## config.mk

```make
export PLATFORM = sky130hd
export DESIGN_NAME = rbus_demux1ton
export DESIGN_NICKNAME = d
export VERILOG_FILES = /design/src/rtl/rbus_pkg.sv /design/src/rtl/rbus_rr_sel.sv /design/src/rtl/rbus_demux1ton.sv
export SDC_FILE = /design/constraint.sdc
export NUM_CORES = 1
export LEC_CHECK = 0
export ABC_CLOCK_PERIOD_IN_PS = 1600
export CORE_ASPECT_RATIO = 1.2
export CORE_MARGIN = 2
export CORE_UTILIZATION = 60
export DETAILED_ROUTE_END_ITERATION = 7
export DONT_BUFFER_PORTS = 1
export MAX_ROUTING_LAYER = met4
export PLACE_DENSITY = 0.81
export SLEW_MARGIN = 10
export SYNTH_ARGS = -nofsm -noshare
export SYNTH_HDL_FRONTEND = slang
export SYNTH_SLANG_ARGS = --single-unit
```

## constraint.sdc

```tcl
create_clock -name clk -period 1.6 [get_ports clk]
set_input_delay 0.32 -clock clk [delete_from_list [all_inputs] [get_ports clk]]
set_output_delay 0.32 -clock clk [all_outputs]
set_load 0.01 [all_outputs]
```

## src/rtl/rbus_pkg.sv

```systemverilog
// Shared rbus definitions: bus geometry, beat record, demux FSM states and
// the round-robin pointer increment used by the demultiplexer.
package rbus_pkg;

  localparam int unsigned RBUS_DW      = 72;
  localparam int unsigned RBUS_LEN_BIT = 39;

  typedef struct packed {
    logic               sof;
    logic [RBUS_DW-1:0] data;
  } rbus_beat_t;

  typedef enum logic {
    IDLE = 1'b0,
    PKT  = 1'b1
  } demux_st_e;

  // Next channel after p, wrapping from n-1 back to 0.
  function automatic logic [2:0] ptr_inc(input logic [2:0] p, input int unsigned n);
    if (32'(p) == n - 1) begin
      return 3'd0;
    end
    return p + 3'd1;
  endfunction

endpackage

```

## src/rtl/rbus_rr_sel.sv

```systemverilog
// Round-robin channel selector for one packet class. In strict mode the
// pointer is the selection; with skip_en the first credited channel at or
// above the pointer (wrapping) is chosen, falling back to the pointer when
// no channel has credit.
module rbus_rr_sel #(
  parameter int unsigned CHANNELS = 4
) (
  input  logic [2:0]          ptr_i,
  input  logic [CHANNELS-1:0] credit_i,
  input  logic                skip_en_i,
  output logic [2:0]          sel_o,
  output logic                any_rdy_o
);

  logic found;

  // Two-pass upward search: channels at/above ptr first, then the wrapped part.
  always_comb begin
    sel_o     = ptr_i;
    found     = 1'b0;
    any_rdy_o = |credit_i;
    if (skip_en_i) begin
      for (int unsigned c = 0; c < CHANNELS; c++) begin
        if (!found && (c >= 32'(ptr_i)) && credit_i[c]) begin
          sel_o = 3'(c);
          found = 1'b1;
        end
      end
      for (int unsigned c = 0; c < CHANNELS; c++) begin
        if (!found && (c < 32'(ptr_i)) && credit_i[c]) begin
          sel_o = 3'(c);
          found = 1'b1;
        end
      end
    end
  end

endmodule

```

## src/rtl/rbus_demux1ton.sv

```systemverilog
// Packet-level 1-to-N rbus demultiplexer. Headers pick a channel from the
// per-class round-robin pointer; payload beats follow the latched target
// until the next header. Credits gate only the ready indication, there is
// no internal buffering. Optional feature macro: RBUS_DEMUX_SKIP_BUSY_EN
// (skip channels without credit during selection).
module rbus_demux1ton
  import rbus_pkg::*;
#(
  parameter int unsigned CHANNELS    = 4,
  parameter int unsigned DEMUX_RATIO = 1
) (
  input  logic                  clk,
  input  logic                  rst,
  input  logic                  i_stb,
  input  logic                  i_sof,
  input  logic [RBUS_DW-1:0]    i_data,
  output logic [1:0]            i_rdy,
  output logic [CHANNELS-1:0]   o_stb,
  output logic                  o_sof,
  output logic [RBUS_DW-1:0]    o_data,
  input  logic [2*CHANNELS-1:0] o_rdy,
  output logic                  err
);

`ifdef RBUS_DEMUX_SKIP_BUSY_EN
  localparam logic SKIP_BUSY = 1'b1;
`else
  localparam logic SKIP_BUSY = 1'b0;
`endif

  demux_st_e state_q, state_d;

  logic [1:0][2:0] ptr_q, ptr_d;
  logic [1:0][3:0] cnt_q, cnt_d;
  logic [2:0]      tgt_q, tgt_d;
  logic            err_q, err_d;
  logic [CHANNELS-1:0] stb_q, stb_d;
  rbus_beat_t      beat_q, beat_d;

  logic [CHANNELS-1:0] cred_s, cred_l;
  logic [1:0][2:0]     sel;
  logic [1:0]          any_rdy;
  logic [1:0]          rdy;

  logic       hdr, pay, cls;
  logic       fwd, orphan;
  logic [2:0] route;
  logic [1:0] hdr_cls;

  assign hdr        = i_stb & i_sof;
  assign pay        = i_stb & ~i_sof;
  assign cls        = i_data[RBUS_LEN_BIT];
  assign hdr_cls[0] = hdr & ~cls;
  assign hdr_cls[1] = hdr & cls;

  // Split the interleaved credit vector into per-class channel vectors.
  always_comb begin
    cred_s = '0;
    cred_l = '0;
    for (int unsigned c = 0; c < CHANNELS; c++) begin
      cred_s[c] = o_rdy[2*c];
      cred_l[c] = o_rdy[2*c+1];
    end
  end

  rbus_rr_sel #(.CHANNELS(CHANNELS)) u_sel_s (
    .ptr_i     (ptr_q[0]),
    .credit_i  (cred_s),
    .skip_en_i (SKIP_BUSY),
    .sel_o     (sel[0]),
    .any_rdy_o (any_rdy[0])
  );

  rbus_rr_sel #(.CHANNELS(CHANNELS)) u_sel_l (
    .ptr_i     (ptr_q[1]),
    .credit_i  (cred_l),
    .skip_en_i (SKIP_BUSY),
    .sel_o     (sel[1]),
    .any_rdy_o (any_rdy[1])
  );

  // Ready per class: credit of the selected channel, or any credit when skipping.
  always_comb begin
    rdy = '0;
    for (int unsigned c = 0; c < CHANNELS; c++) begin
      if (sel[0] == 3'(c)) rdy[0] = cred_s[c];
      if (sel[1] == 3'(c)) rdy[1] = cred_l[c];
    end
    if (SKIP_BUSY) begin
      rdy = any_rdy;
    end
  end

  assign i_rdy = rdy;

  // FSM state register.
  always_ff @(posedge clk) begin
    if (rst) state_q <= IDLE;
    else     state_q <= state_d;
  end

  // FSM next state: any header opens (or restarts) a packet.
  always_comb begin
    state_d = state_q;
    if (hdr) state_d = PKT;
  end

  // FSM outputs: forward decision, orphan detection and routing target.
  always_comb begin
    fwd    = hdr | (pay & (state_q == PKT));
    orphan = pay & (state_q == IDLE);
    route  = hdr ? sel[cls] : tgt_q;
    tgt_d  = route;
  end

  // Per-class pointer/counter advance on that class's headers. A skip to a
  // different channel restarts the burst just past the chosen channel.
  always_comb begin
    ptr_d = ptr_q;
    cnt_d = cnt_q;
    for (int unsigned k = 0; k < 2; k++) begin
      if (hdr_cls[k]) begin
        if (SKIP_BUSY && (sel[k] != ptr_q[k])) begin
          ptr_d[k] = ptr_inc(sel[k], CHANNELS);
          cnt_d[k] = '0;
        end else if (cnt_q[k] == 4'(DEMUX_RATIO - 1)) begin
          ptr_d[k] = ptr_inc(ptr_q[k], CHANNELS);
          cnt_d[k] = '0;
        end else begin
          cnt_d[k] = cnt_q[k] + 4'd1;
        end
      end
    end
  end

  // Output beat, one-hot strobe and sticky error next-state.
  always_comb begin
    stb_d  = '0;
    beat_d = beat_q;
    err_d  = err_q | orphan | (hdr & ~rdy[cls]);
    if (fwd) begin
      beat_d.sof  = i_sof;
      beat_d.data = i_data;
      for (int unsigned c = 0; c < CHANNELS; c++) begin
        stb_d[c] = (route == 3'(c));
      end
    end
  end

  // Datapath and pointer registers.
  always_ff @(posedge clk) begin
    if (rst) begin
      ptr_q  <= '0;
      cnt_q  <= '0;
      tgt_q  <= '0;
      err_q  <= 1'b0;
      stb_q  <= '0;
      beat_q <= '0;
    end else begin
      ptr_q  <= ptr_d;
      cnt_q  <= cnt_d;
      tgt_q  <= fwd ? tgt_d : tgt_q;
      err_q  <= err_d;
      stb_q  <= stb_d;
      beat_q <= beat_d;
    end
  end

  assign o_stb  = stb_q;
  assign o_sof  = beat_q.sof;
  assign o_data = beat_q.data;
  assign err    = err_q;

endmodule

```

==> summary.txt <==
STA
  – Final min period: 1730 ps
  – Final setup vio count: 2
  – Headroom to the max-slew limit: 65.0%
  – Fin. Hold Viols: 0
  – Final clock skew: 9.65 ps
  – Accumulated negative setup slack: -229 ps
  – Fin. max-slew vios: 0
  – Tightest hold margin: 28.4 ps
  – Worst-Margin Slew: 525 ps
  – Final Worst Setup Slack: -132 ps
  – Maximum operating frequency: 578 MHz
  – Setup repair after global routing missed its margin: true
  – Final clock period utilization by the worst path: 108%

Cells and area
  – Fraction of layout instances using a drive strength above 1: 19.2%
  – Antenna cell count: 0
  – Post-route insts no fill: 371
  – Post-route cell area: 3810 sq um
  – Net count reported at finish: 398
  – Area growth from synthesis to final layout: 11.3%
  – Filler cells: 399

Worst hold path
  – Worst min-delay path category: in -> reg

Place
  – Global placer's final weighted congestion: 0.805
  – Placement-stage worst setup slack: 72.9 ps
  – Dpl cell area: 3470 sq um
  – Number of buffers inserted by port buffering: 0
  – Number of placed instances with taps included: 351
  – HPWL Detailed: 4.87 mm

Worst setup path
  – Cell with the largest stage delay on the worst path: dfxtp_4
  – Stage delay of the slowest cell on the critical path: 390 ps
  – Endpoint required time on the critical path: 1280 ps
  – Worst Path Class, Setup: reg -> out
  – Critical path capture point type: primary output
  – Crit path max fanout: 6
  – Worst Path Buf+Inv: 0
  – Worst Path Arrival: 1410 ps
  – Cell chain of the critical path: ha_4 > nor2b_4 > and2_4 > a31o_4
  – Family with the most delay on the worst path: flip-flops
  – Startpoint type of the worst setup path: register

Floorplanning
  – Floorplan Core Area: 5590 sq um
  – Initial standard-cell utilization of the core: 61.2%
  – Floorplan die area: 6330 sq um
  – Io pins: 164
  – Cell row count: 30
  – Chip Height: 86.7 um
  – Die extent in x: 73.0 um

Routing
  – Overall routed net length: 6.96 mm
  – Via count: 2272
  – Number of antenna-violating nets in the routed design: 0
  – DRC viols: 0
  – First-pass DRT Iterations: 4
  – Vias per Instance: 6.12
  – Violation count after the first detailed-routing iteration: 136
  – Detail-routed net length per standard cell: 18.8 um

Synthesis
  – Mapped cell area: 3420 sq um
  – Syn nets: 399
  – Fraction of the yosys area taken by sequential cells: 56.1%
  – Post-Synthesis Cells: 303
  – Unique masters post-synth: 32
  – Number of flip-flops and latches in the synthesized netlist: 96
  – Avg Inst Size Synth: 11.3 sq um
  – Cells taking the most area after synthesis: dfxtp_1 (56%), a22o_1 (18%), ha_1 (4.4%), mux2i_1 (2.0%), buf_2 (1.9%)
  – Cell type with the highest aggregate area in the netlist: dfxtp_1
  – Most used flip-flop cell after synthesis: dfxtp_1
  – Yosys warnings: 0
  – Share of flip-flops with an asynchronous set or reset: 0%
  – Post-synth EDFFs: 0
  – Post-synth top area share: 56.1%

CTS
  – Total clock buffers created by CTS: 9
  – Worst-Skew Late Latency: 350 ps
  – Max Root-Sink Buffers: 2
  – CTS root buffer: clkbuf_8
  – Clock slew at reported path FFs: 90 ps
  – Num Clock Sinks: 96
  – H-tree levels: 3
  – Clock tree from TritonCTS: yes

Global route
  – First-pass GRT wire length: 10.4 mm
  – Overflow left after global routing: 0
  – Pin count of the biggest net entering global routing: 76
  – Initial antenna violation count: 0
  – Vias in the first global route: 2194
  – GRT Resource Usage Total: 22.6%

Outcome
  – Failing checks: setup timing
  – Status: finished with violations

Pwr
  – Leakage component of the power: 0.00152 uW
  – Power per unit of standard cell area: 1140 nW/um^2
  – Max IR drop VDD: 761 uV

Run
  – Maximum Capacitance Violations: 0
[sequential cells by signal (all words and copies together) (netlist names)]
signal / flops
o_data: 72
ptr_q: 6
state_q: 1
err: 1
tgt_q: 3
o_stb: 4
o_sof: 1
cnt_q: 8
[worst reg2reg max path: stages, from the launching register on]
cell,delay (ps)
dfxtp_1,340
o21ai_1,310
nor2b_4,240
buf_12,280
a22o_1,230
[where the power goes]
| group | switching, uW | internal [uW] |
|---|---|---|
| sequential | 147 | 2510 |
| combinational | 138 | 144 |
| clock | 815 | 586 |
| total | 1100 | 3240 |
[synthesized netlist by cell type (3+ instances only)]
cell type	count
nor2_1	17
xnor2_1	3
o21ai_0	4
inv_1	8
nor3_1	7
xor2_1	3
mux2i_1	7
ha_1	12
nand2b_1	6
clkbuf_1	5
nand2_1	14
mux2_2	3
buf_2	13
nor2b_1	4
a22o_1	72
a21oi_1	10
dfxtp_1	96
[cells by family (layout without fill, tap and decap cells)]
| family | after synthesis | after routing | synth area share [%] |
|---|---|---|---|
| XOR/XNOR | 6 | 6 | 1.54 |
| AND/OR/NAND/NOR | 59 | 59 | 9.50 |
| adder cells (fa/ha/maj) | 12 | 12 | 4.39 |
| multiplexers | 10 | 10 | 3.03 |
| buffers and inverters | 28 | 32 | 3.55 |
| flip-flops | 96 | 96 | 56.1 |
| AO/OA/AOI/OAI | 92 | 92 | 21.9 |
[area by class of cell]
type | count | area [sq um] | area share (%)
tap | 64 | 80.1 | 2.10
clock inverter | 6 | 52.6 | 1.38
timing repair buffer | 8 | 72.6 | 1.90
multi-input combinational | 179 | 1500 | 39.5
sequential | 96 | 1940 | 50.8
clock buffer | 10 | 128 | 3.35
inverter | 8 | 37.5 | 0.985
[final timing paths]
check	startpoint	endpoint	slack, ps	cells past startpoint
worst max-delay path	ptr_q[0]$_SDFFE_PP0P_	i_rdy[0]	-130	4
worst min register to register	tgt_q[1]$_SDFFE_PP0N_	tgt_q[1]$_SDFFE_PP0N_	450	2
worst min-delay path	rst	err$_SDFF_PP0_	30	1
worst max register to register	state_q$_SDFFE_PP0P_	o_data[63]$_SDFFE_PP0N_	140	4
[per-layer routing]
layer | global-route usage, % | vias to the layer above | wire, um
met5 | - | - | 0
met2 | 35.0 | 125 | 3480
met3 | 7.21 | 16 | 585
li1 | - | 1097 | -
met4 | 11.8 | 0 | 182
met1 | 25.9 | 1034 | 2710
[metrics by stage]
step	power [uW]	utilization, %
after global placement	2960	62.0
after detailed placement	2970	62.0
final	4330	68.1
after CTS	4370	67.9
after global routing	4540	68.1
after floorplan	2910	-
[cells in the final DEF (no fill, tap or decap), types with 6 or more instances in the layout]
| cell | Yosys | routed |
|---|---|---|
| a21oi_1 | 10 | 8 |
| a22o_1 | 72 | 72 |
| buf_4 | 0 | 7 |
| clkbuf_8 | 0 | 9 |
| dfxtp_1 | 96 | 92 |
| ha_1 | 12 | 6 |
| mux2i_1 | 7 | 7 |
| nand2_1 | 14 | 14 |
| nand2b_1 | 6 | 6 |
| nor2_1 | 17 | 13 |
| nor3_1 | 7 | 7 |
[what timing repair did]
action | CTS | global route
endpoints found under the setup margin | 2 | 2
gates resized for setup | 36 | 5
pin swaps | 7 | 5
buffers inserted | 4 | 0
gates cloned | 0 | 0
hold buffers | 0 | 0
(Power assumes the default switching activity.)
